[src/rtl/bw_io_ddr_vref_ctl.sv]
// DDR pad vref select controller: ramps the 3-bit select one code at a time toward a
// requested target, settling after each step, and acknowledges when the target is reached.
//
// state  | meaning
// IDLE   | waiting for sel_req; busy_q high marks the accept cycle (target latched)
// STEP   | move cur_sel one code toward tgt_q unless freeze is high
// SETTLE | count down the settle interval after a step
// ACK    | one-cycle sel_ack pulse, then back to IDLE
module bw_io_ddr_vref_ctl #(
  parameter int          SETTLE_W  = 8,
  parameter logic [2:0]  RESET_SEL = 3'd4
) (
  input  logic                clk,
  input  logic                rst_l,
  input  logic                sel_req,
  input  logic [2:0]          sel_tgt,
  input  logic [SETTLE_W-1:0] settle_cyc,
  input  logic                freeze,
  output logic                a,
  output logic                b,
  output logic                c,
  output logic                sel_ack,
  output logic                busy,
  output logic [2:0]          cur_sel
);

  typedef enum logic [1:0] {IDLE, STEP, SETTLE, ACK} state_t;

  state_t              state_q, state_d;
  logic [2:0]          cur_sel_q, cur_sel_d;
  logic [2:0]          tgt_q, tgt_d;
  logic [SETTLE_W-1:0] cnt_q, cnt_d;
  logic                busy_q, busy_d;
  logic                ack_q, ack_d;
  logic [SETTLE_W-1:0] settle_load;

  // A zero settle interval still gives the analog side one cycle per step.
  assign settle_load = (settle_cyc == '0) ? SETTLE_W'(1) : settle_cyc;

  always_ff @(posedge clk or negedge rst_l) begin
    if (!rst_l) begin
      state_q   <= IDLE;
      cur_sel_q <= RESET_SEL;
      tgt_q     <= RESET_SEL;
      cnt_q     <= '0;
      busy_q    <= 1'b0;
      ack_q     <= 1'b0;
    end else begin
      state_q   <= state_d;
      cur_sel_q <= cur_sel_d;
      tgt_q     <= tgt_d;
      cnt_q     <= cnt_d;
      busy_q    <= busy_d;
      ack_q     <= ack_d;
    end
  end

  always_comb begin
    state_d   = state_q;
    cur_sel_d = cur_sel_q;
    tgt_d     = tgt_q;
    cnt_d     = cnt_q;
    busy_d    = busy_q;
    ack_d     = 1'b0;
    case (state_q)
      IDLE: begin
        if (busy_q) begin
          if (tgt_q == cur_sel_q) begin
            state_d = ACK;
            busy_d  = 1'b0;
            ack_d   = 1'b1;
          end else begin
            state_d = STEP;
          end
        end else if (sel_req) begin
          tgt_d  = sel_tgt;
          busy_d = 1'b1;
        end
      end
      STEP: begin
        if (!freeze) begin
          // tgt_q != cur_sel_q here, so the step never wraps past 0 or 7.
          cur_sel_d = (tgt_q > cur_sel_q) ? cur_sel_q + 3'd1 : cur_sel_q - 3'd1;
          cnt_d     = settle_load;
          state_d   = SETTLE;
        end
      end
      SETTLE: begin
        cnt_d = cnt_q - SETTLE_W'(1);
        if (cnt_q == SETTLE_W'(1)) begin
          if (cur_sel_q == tgt_q) begin
            state_d = ACK;
            busy_d  = 1'b0;
            ack_d   = 1'b1;
          end else begin
            state_d = STEP;
          end
        end
      end
      ACK: begin
        state_d = IDLE;
      end
      default: begin
        state_d = IDLE;
      end
    endcase
  end

  assign a       = cur_sel_q[2];
  assign b       = cur_sel_q[1];
  assign c       = cur_sel_q[0];
  assign cur_sel = cur_sel_q;
  assign sel_ack = ack_q;
  assign busy    = busy_q;

endmodule

[config.mk]
export PLATFORM = sky130hd
export DESIGN_NAME = bw_io_ddr_vref_ctl
export DESIGN_NICKNAME = d
export VERILOG_FILES = /design/src/rtl/bw_io_ddr_vref_ctl.sv
export SDC_FILE = /design/constraint.sdc
export NUM_CORES = 1
export LEC_CHECK = 0
export BUFFER_PORTS_ARGS = -buffer_cell sky130_fd_sc_hd__buf_2
export CAP_MARGIN = 15
export CORE_MARGIN = 1
export CORE_UTILIZATION = 55
export CTS_CLUSTER_SIZE = 28
export DETAILED_ROUTE_END_ITERATION = 6
export PLACE_DENSITY = 0.85
export SLEW_MARGIN = 25
export SYNTH_ARGS = -nofsm -noshare
export SYNTH_HDL_FRONTEND = slang
export SYNTH_SLANG_ARGS = --single-unit
[constraint.sdc]
create_clock -name clk -period 5.23 [get_ports clk]
set_input_delay 0.2615 -clock clk [delete_from_list [all_inputs] [get_ports clk]]
set_output_delay 0.2615 -clock clk [all_outputs]
set_load 0.02 [all_outputs]
==> After elaboration in Yosys (flattened, before gate mapping) <==
Cells that the tools add are included.
{ "totals": {"word_cells": 52, "mem_bits_ro": 0, "latch_bits": 0, "reg_bits": 18, "memories": 0, "output_inout_bits": 8, "ram_bits": 0} }
{ "op_classes": {"n_shift": 0, "order_cmp": 1, "bitwise": 2, "n_reduce_logical": 9, "add_sub_neg": 3, "div": 0, "n_mul": 0, "n_mux": 21, "eq_ne": 10} }
{ "ops": {"columns": ["op", "count"], "rows": [
  ["two-way mux 8 bit", 2],
  ["case mux 8 bit (2 select lines)", 1],
  ["two-way mux 2 bit", 5],
  ["two-way mux 1 bit", 9],
  ["AND reduction 3 bit", 3],
  ["equality test 8 x 1 -> 1 bit (second input constant)", 1],
  ["zero test 8 bit", 1],
  ["inequality test 2 bit (second input constant)", 4],
  ["case mux 2 bit (4 select lines)", 1],
  ["subtractor 8 x 1 -> 8 bit (second input constant)", 1],
  ["equality test 3 bit", 2],
  ["equality test 2 bit (second input constant)", 2],
  ["case mux 1 bit (2 select lines)", 2],
  ["AND reduction 2 bit", 2],
  ["nonzero test 2 bit", 2],
  ["adder 3 x 1 -> 3 bit (second input constant)", 1],
  ["> comparator 3 bit", 1],
  ["two-way mux 3 bit", 1],
  ["subtractor 3 x 1 -> 3 bit (second input constant)", 1],
  ["equality test 2 x 1 -> 1 bit (second input constant)", 1],
  ["zero test 2 bit", 1],
  ["NOT 1 bit", 2]
]} }

==> Logic depth before layout (Yosys ltp) <==
Gate-level depths: netlist of run 1.
{ "depth": {"depth_word": 4, "mapped_depth": 9, "depth_no_buf": 9} }

==> Worst setup path after synthesis of run 1 <==
OpenSTA, ideal clock, no wires.
{ "synth_timing": {"path_kind": "register to register", "startpoint": "reg cur_sel_q[2] (netlist: cur_sel[2])", "endpoint": "reg cur_sel_q[2] (netlist: cur_sel[2])", "setup_ns": 0.093, "path_slack_ns": 2.733, "path_stages_with_launch": 10, "period_less_slack_ns": 2.497, "path_buffers": 0, "arrival_time_ns": 2.405, "required_ns": 5.137, "path_cell_list": "dfstp_2 > inv_1 > ha_1 > and3_1 > a21o_1 > fa_1 > nor4b_1 > nand3_1 > nand3_1 > o311ai_1"} }
{ "synth_via": {"elab_chain_cells": 2, "word_cells_on_any_way": 4} }
{ "synth_lines": {"columns": ["element", "line", "rtl"], "rows": [
  ["start: declaration", "30", "logic [2:0] cur_sel_q, cur_sel_d;"],
  ["start signal: assignment", "50", "cur_sel_q <= cur_sel_d;"],
  ["subtractor 3 x 1 -> 3 bit, or another cell as far along", "83", "cur_sel_d = (tgt_q > cur_sel_q) ? cur_sel_q + 3'd1 : cur_sel_q - 3'd1;"],
  ["two-way mux 3 bit (*)", "83", null]
]} }
Mark *: on every way between the ends. The rest lies on a longest branch, timed or not.
A chain may end at the register's enable or synchronous reset.

==> Worst setup path in the final report of run 1 <==
Ends and elaborated chain as after synthesis.

==> results of run 1 <==
[final cells by class]
type	instances	area, µm²
timing repair buffer	23	120
sequential	18	453
inverter	6	22.5
clock buffer	4	26.3
multi-input combinational	85	614
fill	168	553
tap	25	31.3
[worst min path at each step]
stage | startpoint | to | slack, ps | depth (start not counted)
detailed placement | rst_l | cur_sel[1] | 220 | 1
finish | sel_tgt[0] | tgt_q[0] | 170 | 3
floorplan | rst_l | busy | -30 | 0
global placement | rst_l | cur_sel[1] | 210 | 1
CTS | sel_tgt[0] | tgt_q[0] | 170 | 3
global route | sel_tgt[0] | tgt_q[0] | 180 | 3
[synth_stat cells, drive strengths merged (2+ instances only)]
library cell	number	area, µm²
a211oi	3	22.5
a21oi	4	20.0
buf	4	27.5
clkbuf	2	7.51
dfrtp	16	400
dfstp	2	52.6
ha	5	62.6
inv	6	22.5
mux2	3	33.8
mux2i	3	30.0
nand2	10	37.5
nand3	6	30.0
nor2	7	26.3
nor3	6	35.0
nor4	2	18.8
nor4b	2	23.8
o211ai	2	15.0
o21a	2	15.0
o21ai	7	35.0
o311ai	3	26.3
or4	2	15.0
[cells by family (layout without fill, tap and decap cells)]
family                   Yosys count  count (layout)  share of synthesized area (%)
AO/OA/AOI/OAI                     27              27                           16.6
XOR/XNOR                           1               1                          0.779
adder cells (fa/ha/maj)            6               6                           7.34
buffers and inverters             12              33                           5.12
flip-flops                        18              18                           40.3
multiplexers                       6               6                           5.67
AND/OR/NAND/NOR                   45              45                           24.3
[sequential cells by signal, indices dropped and copies added, names as in the netlist]
register  count
sel_ack       1
tgt_q         3
state_q       2
cnt_q         8
cur_sel       3
busy          1
[through the flow]
step           setup WS (ps)  util, %
6_report                2590     69.6
5_1_grt                 2400     69.6
4_1_cts                 2610     69.6
3_5_place_dp            2640     67.6
3_3_place_gp            2770     67.6
2_1_floorplan           2730        -
[worst reg2reg max path: stages, from the launching register on]
cell	delay, ps
dfstp_2	560
inv_1	70
ha_1	340
and3_1	210
a21o_1	210
fa_1	440
nor4b_1	440
a21oi_1	130
nand3_1	90
o311ai_1	90
[power groups by stage]
stage	Clock, µW	Sequential (µW)	Combinational, µW
final	73.1	312	414
after global routing	80.7	326	457
after CTS	75.1	311	414
after detailed placement	0	313	409
after global placement	0	307	390
after floorplan	0	301	326
[per-layer routing]
metal	up-vias	GRT usage (%)	part of all wire, %
li1	475	-	-
met1	435	35.5	50
met2	18	38.9	47
met3	3	3.46	2.4
met4	0	10.3	1.2
met5	-	0	0
==> key figures, run 1 <==
Outcome
  – Status: finished, final reports clean

Setup path
  – CP Max Fanout: 4
  – Setup CP Type: reg2reg
  – Flop2flop setup slack: 2590 ps
  – Startpoint types: flip-flop
  – R2r startpoint: cur_sel[2]
  – Crit path max-delay family: adder cells
  – Arr. time, crit path: 2870 ps
  – CP required: 5450 ps
  – Crit-path slowest cell: dfstp_2
  – Stages on worst setup path: 9
  – Worst Path Buf+Inv: 1
  – Worst reg-to-reg path cell count: 9
  – CP peak stage delay: 560 ps
  – Crit-path cells: inv_1 > ha_1 > and3_1 > a21o_1 > fa_1 > nor4b_1 > a21oi_1 > nand3_1 > o311ai_1
  – Crit path from: cur_sel[2]
  – Reg2Reg Capture Point: cur_sel[2]
  – CP Capture Type: flip-flop
  – CP endpoint: cur_sel[2]

Clock network
  – Clock sinks: 18
  – Worst skew pair latency: 300 ps
  – Number of buffers added for setup after CTS: 0
  – Cts hold-fix bufs: 1
  – Number of CTS-inserted buffers: 3
  – H-tree lvl count: 1
  – CTS tree: built
  – Clk root buf: clkbuf_4
  – Clock slew at reported path FFs: 100 ps
  – Cts repair resizes: 0
  – Maximum clock path buffer count: 2

Run
  – Maxcap violations: 0

Timing
  – Skew final: 5.99 ps
  – Final period util: 50.5%
  – Final Hold Viols: 0
  – Endpoints failing setup: 0
  – RSZ-0062 raised after global routing: no
  – Final hold slack: 168 ps
  – Rel. slew slack: 60.1%
  – Min Tclk post-route: 2640 ps
  – Fmax: 378 MHz
  – Setup tns final: 0 ps
  – Slew Viols, Final: 0
  – Worst slew pin tran: 596 ps

Power and ir drop
  – Leak Pwr: 0.000541 µW
  – Combinational Power Share: 51.8%
  – Clk pwr share: 9.2%
  – Max rail drop VDD: 437 µV
  – Internal Power: 425 µW
  – Switching share of power: 46.8%
  – Seq pwr share: 39.1%
  – Psw: 374 µW
  – Pwr dens: 630 nW/µm²
  – Total power: 799 µW

Finish
  – Final Non-Filler Cells: 161
  – Most frequent cells in the layout: buf_2, dfrtp_1, nand2_1, nor2_1, o21ai_0
  – Layout area overhead: 12.7%
  – Most common cell after layout, fill and taps aside: buf_2
  – Post-route cell area: 1270 µm²
  – Share of layout cells above drive strength 1: 25.0%
  – Antenna Cells: 0
  – Fin nets: 158

Placement
  – Port bufs: 22
  – Placed cells: 156
  – GPL Wtd Cong: 0.865
  – DPL Wire Length: 1780 µm
  – Placed inst area: 1230 µm²

GRT
  – Initial antenna violation count: 0
  – Gr ovfl total: 0
  – First-pass GRT wire length: 3840 µm
  – GRT Overall Usage: 25.2%
  – Largest net degree at the start of global routing: 19
  – Vias in the first global route: 851

Synthesis
  – Syn Area/Cell: 9.78 µm²
  – Count of warnings emitted by yosys: 0
  – Post-synth ARST share: 100%
  – Register area share after synthesis: 40.3%
  – Post-synth EDFFs: 0
  – Syn_nets: 136
  – Synthesized area: 1120 µm²
  – Prevailing post-synth register cell: dfrtp_1
  – Syn Inst Count: 115
  – Unique masters post-synth: 44
  – Seq cells post-synth: 18

Routing
  – Routed Antenna Nets: 0
  – DR vias/cell: 5.78
  – Drt first-iter violations: 8
  – # DRC: 0
  – Vias: 931
  – DRT Pass-1 Iters: 6
  – DR WL/cell: 14.8 µm
  – Final Routed Wirelength: 2380 µm

Die
  – Die H: 47.2 µm
  – I/O Pins: 23
  – Core Area: 1820 µm²
  – Std cell rows: 15
  – Die ar.: 2230 µm²
  – Starting Density: 61.8%
  – Die span in x: 47.2 µm

Min path
  – Worst hold-check path type: in2reg
(Power assumes the default switching activity.)
==> inputs of run 2 (changes only) <==
--- a/config.mk
+++ b/config.mk
@@ -8,10 +8,10 @@
 export BUFFER_PORTS_ARGS = -buffer_cell sky130_fd_sc_hd__buf_2
 export CAP_MARGIN = 15
 export CORE_MARGIN = 1
-export CORE_UTILIZATION = 55
+export CORE_UTILIZATION = 48
 export CTS_CLUSTER_SIZE = 28
 export DETAILED_ROUTE_END_ITERATION = 6
-export PLACE_DENSITY = 0.85
+export PLACE_DENSITY = 0.79
 export SLEW_MARGIN = 25
 export SYNTH_ARGS = -nofsm -noshare
 export SYNTH_HDL_FRONTEND = slang
==> constraint.sdc (replaced) <==
create_clock -name clk -period 2.4 [get_ports clk]
set_input_delay 0.12 -clock clk [delete_from_list [all_inputs] [get_ports clk]]
set_output_delay 0.12 -clock clk [all_outputs]
set_load 0.02 [all_outputs]
==> run 2 against run 1 <==
Sequential share of layout area down 2.4 points. Worst hold slack got worse by 140 ps. Global-route usage is 3.4 points lower. Routed wire length grew 9.3%. Register-to-register slack got worse by 2600 ps. First-iteration DRC count grew to 4.5 times the previous value. Cell count is 5.6% higher. Core utilization decreased by 8.1 points. Critical path type unchanged. Largest cell class unchanged.
==> key figures, run 2 (synthesis gave the netlist of run 1 again) <==
Timing
  – Min Tclk post-route: 2360 ps (-280 ps)
  – Slew Viols, Final: 0 (unchanged)
  – Final Hold Viols: 0 (unchanged)
  – Rel. slew slack: 64.0% (+4.0 points)
  – Final period util: 98.5% (+48 points)
  – Worst slew pin tran: 537 ps (-59.2 ps)
  – Endpoints failing setup: 0 (unchanged)
  – Final hold slack: 29.0 ps (-139 ps)
  – Fmax: 423 MHz (+12%)
  – Skew final: 2.36 ps (-3.63 ps)

Run
  – Maxcap violations: 0 (unchanged)

Outcome
  – Status: finished, final reports clean

Finish
  – Register area: 453 µm² (unchanged)
  – Filler cells: 190 (+13%)
  – Fin nets: 164 (+3.8%)
  – Most frequent cells in the layout: buf_2, dfrtp_1, nand2_1, nor2_1, o21ai_0
  – Max FFs per register: 8 (unchanged)
  – Top reg by flops: cnt_q
  – Layout area overhead: 20.9%
  – Antenna Cells: 0 (unchanged)
  – Post-route cell area: 1360 µm² (+7.3%)
  – Final Util: 61.5% (-8.1 points)
  – Most common cell after layout, fill and taps aside: buf_2
  – Share of layout cells above drive strength 1: 32.4% (+7.4 points)
  – Area of the multi-input gates: 648 µm² (+5.5%)
  – Final Non-Filler Cells: 170 (+5.6%)

Power and ir drop
  – Total power: 2000 µW (+150%)
  – Pwr dens: 1470 nW/µm² (+130%)
  – Max rail drop VDD: 924 µV (+110%)
  – Leak Pwr: 0.000580 µW (+7.3%)

Placement
  – Port bufs: 22 (unchanged)
  – DPL Wire Length: 1820 µm (+2.0%)
  – Placed inst area: 1260 µm² (+2.0%)
  – GPL Wtd Cong: 0.839 (-3.0%)
  – Placed cells: 161 (+3.2%)

GRT
  – Gr ovfl total: 0 (unchanged)
  – Initial antenna violation count: 0 (unchanged)
  – GRT Overall Usage: 21.8% (-3.4 points)
  – Largest net degree at the start of global routing: 19 (unchanged)
  – First-pass GRT wire length: 4130 µm (+7.5%)
  – Vias in the first global route: 900 (+5.8%)

Min path
  – Worst hold-check path type: in2reg
  – Hold Crit Start: sel_tgt[0]

Die
  – Starting Density: 50.8% (-11 points)
  – Core Area: 2210 µm² (+22%)
  – Die ar.: 2540 µm² (+14%)
  – Die span in x: 50.4 µm (+6.7%)
  – I/O Pins: 23 (unchanged)
  – Std cell rows: 17 (+2)
  – Die H: 50.4 µm (+6.7%)

Clock network
  – Worst skew pair latency: 300 ps (about the same)
  – CTS tree: built
  – Number of CTS-inserted buffers: 3 (unchanged)
  – Clock sinks: 18 (unchanged)
  – Clk root buf: clkbuf_4
  – Maximum clock path buffer count: 2 (unchanged)
  – Clock slew at reported path FFs: 110 ps (about the same)
  – H-tree lvl count: 1 (unchanged)

Routing
  – Vias: 1014 (+8.9%)
  – DR WL/cell: 15.3 µm (+3.5%)
  – # DRC: 0 (unchanged)
  – Drt first-iter violations: 36 (+28)
  – Routed Antenna Nets: 0 (unchanged)
  – DR vias/cell: 5.96 (+3.1%)
  – DRT Pass-1 Iters: 4 (-2)
  – Final Routed Wirelength: 2600 µm (+9.3%)

Setup path
  – Startpoint types: flip-flop
  – Crit path from: cur_sel[2]
  – R2r startpoint: cur_sel[2]
  – Setup CP Type: reg2reg
  – CP Max Fanout: 4 (unchanged)
  – CP Capture Type: flip-flop
  – CP required: 2630 ps (-2820 ps)
  – Arr. time, crit path: 2590 ps (-280 ps)
==> run 2: what timing repair did <==
item / CTS / global route
hold buffers: 1 / 0
endpoints found under the hold margin: 16 / 0
setup endpoints to repair: 1 / 1
pin swaps: 2 / 3
gates resized for setup: 3 / 2
gates cloned: 0 / 0
buffers inserted: 1 / 3
==> run 2: routing by layer <==
layer | track usage, % | up-vias | wire length, µm | part of all wire (%)
met5 | 0 | - | 0 | 0
met4 | 2.78 | 0 | 7 | 0.27
met3 | 5.45 | 2 | 142 | 5.5
met2 | 37.8 | 31 | 1340 | 51
met1 | 27.9 | 499 | 1110 | 43
li1 | - | 482 | - | -
==> run 2: cell type report <==
cell class	instances	area share, %
Sequential cell	18	33.3
Inverter	6	1.66
Tap cell	28	2.58
Timing Repair Buffer	29	12.1
Multi-Input combinational cell	85	47.7
Clock buffer	4	2.67
==> run 2: worst paths after layout <==
path | slack [ps] | end | cells past startpoint
worst min register to register | 540 | tgt_q[1] | 1
worst max-delay path | 40 | cur_sel[2] | 9
max in group asynchronous | 1810 | cur_sel[2] | 2
min in group asynchronous | 260 | cnt_q[4] | 2
worst min-delay path | 30 | tgt_q[0] | 3
worst max register to register | 40 | cur_sel[2] | 9
==> run 2: power by group <==
part	internal [µW]	switching [µW]	leakage (µW)
combinational	544	579	0.000346
sequential	466	218	0.000213
clock	92.7	104	0.0000210
total	1100	901	0.000580
==> run 2: worst max-delay path, stage by stage (launching register included) <==
cell and delay, ps:
dfstp_2 580, inv_2 70, ha_4 280, nand3b_1 130
a21o_1 240, fa_2 390, nor4b_4 270, nand3_1 140
nand3_1 100, o311ai_1 90
==> run 2: metrics by stage <==
step / setup WS, ps / TNS, ps
finish: 36.0 / 0
global route: -69.1 / -69.1
CTS: 6.75 / 0
detailed placement: -21.4 / -21.4
global placement: 81.3 / 0
floorplan: 22.9 / 0
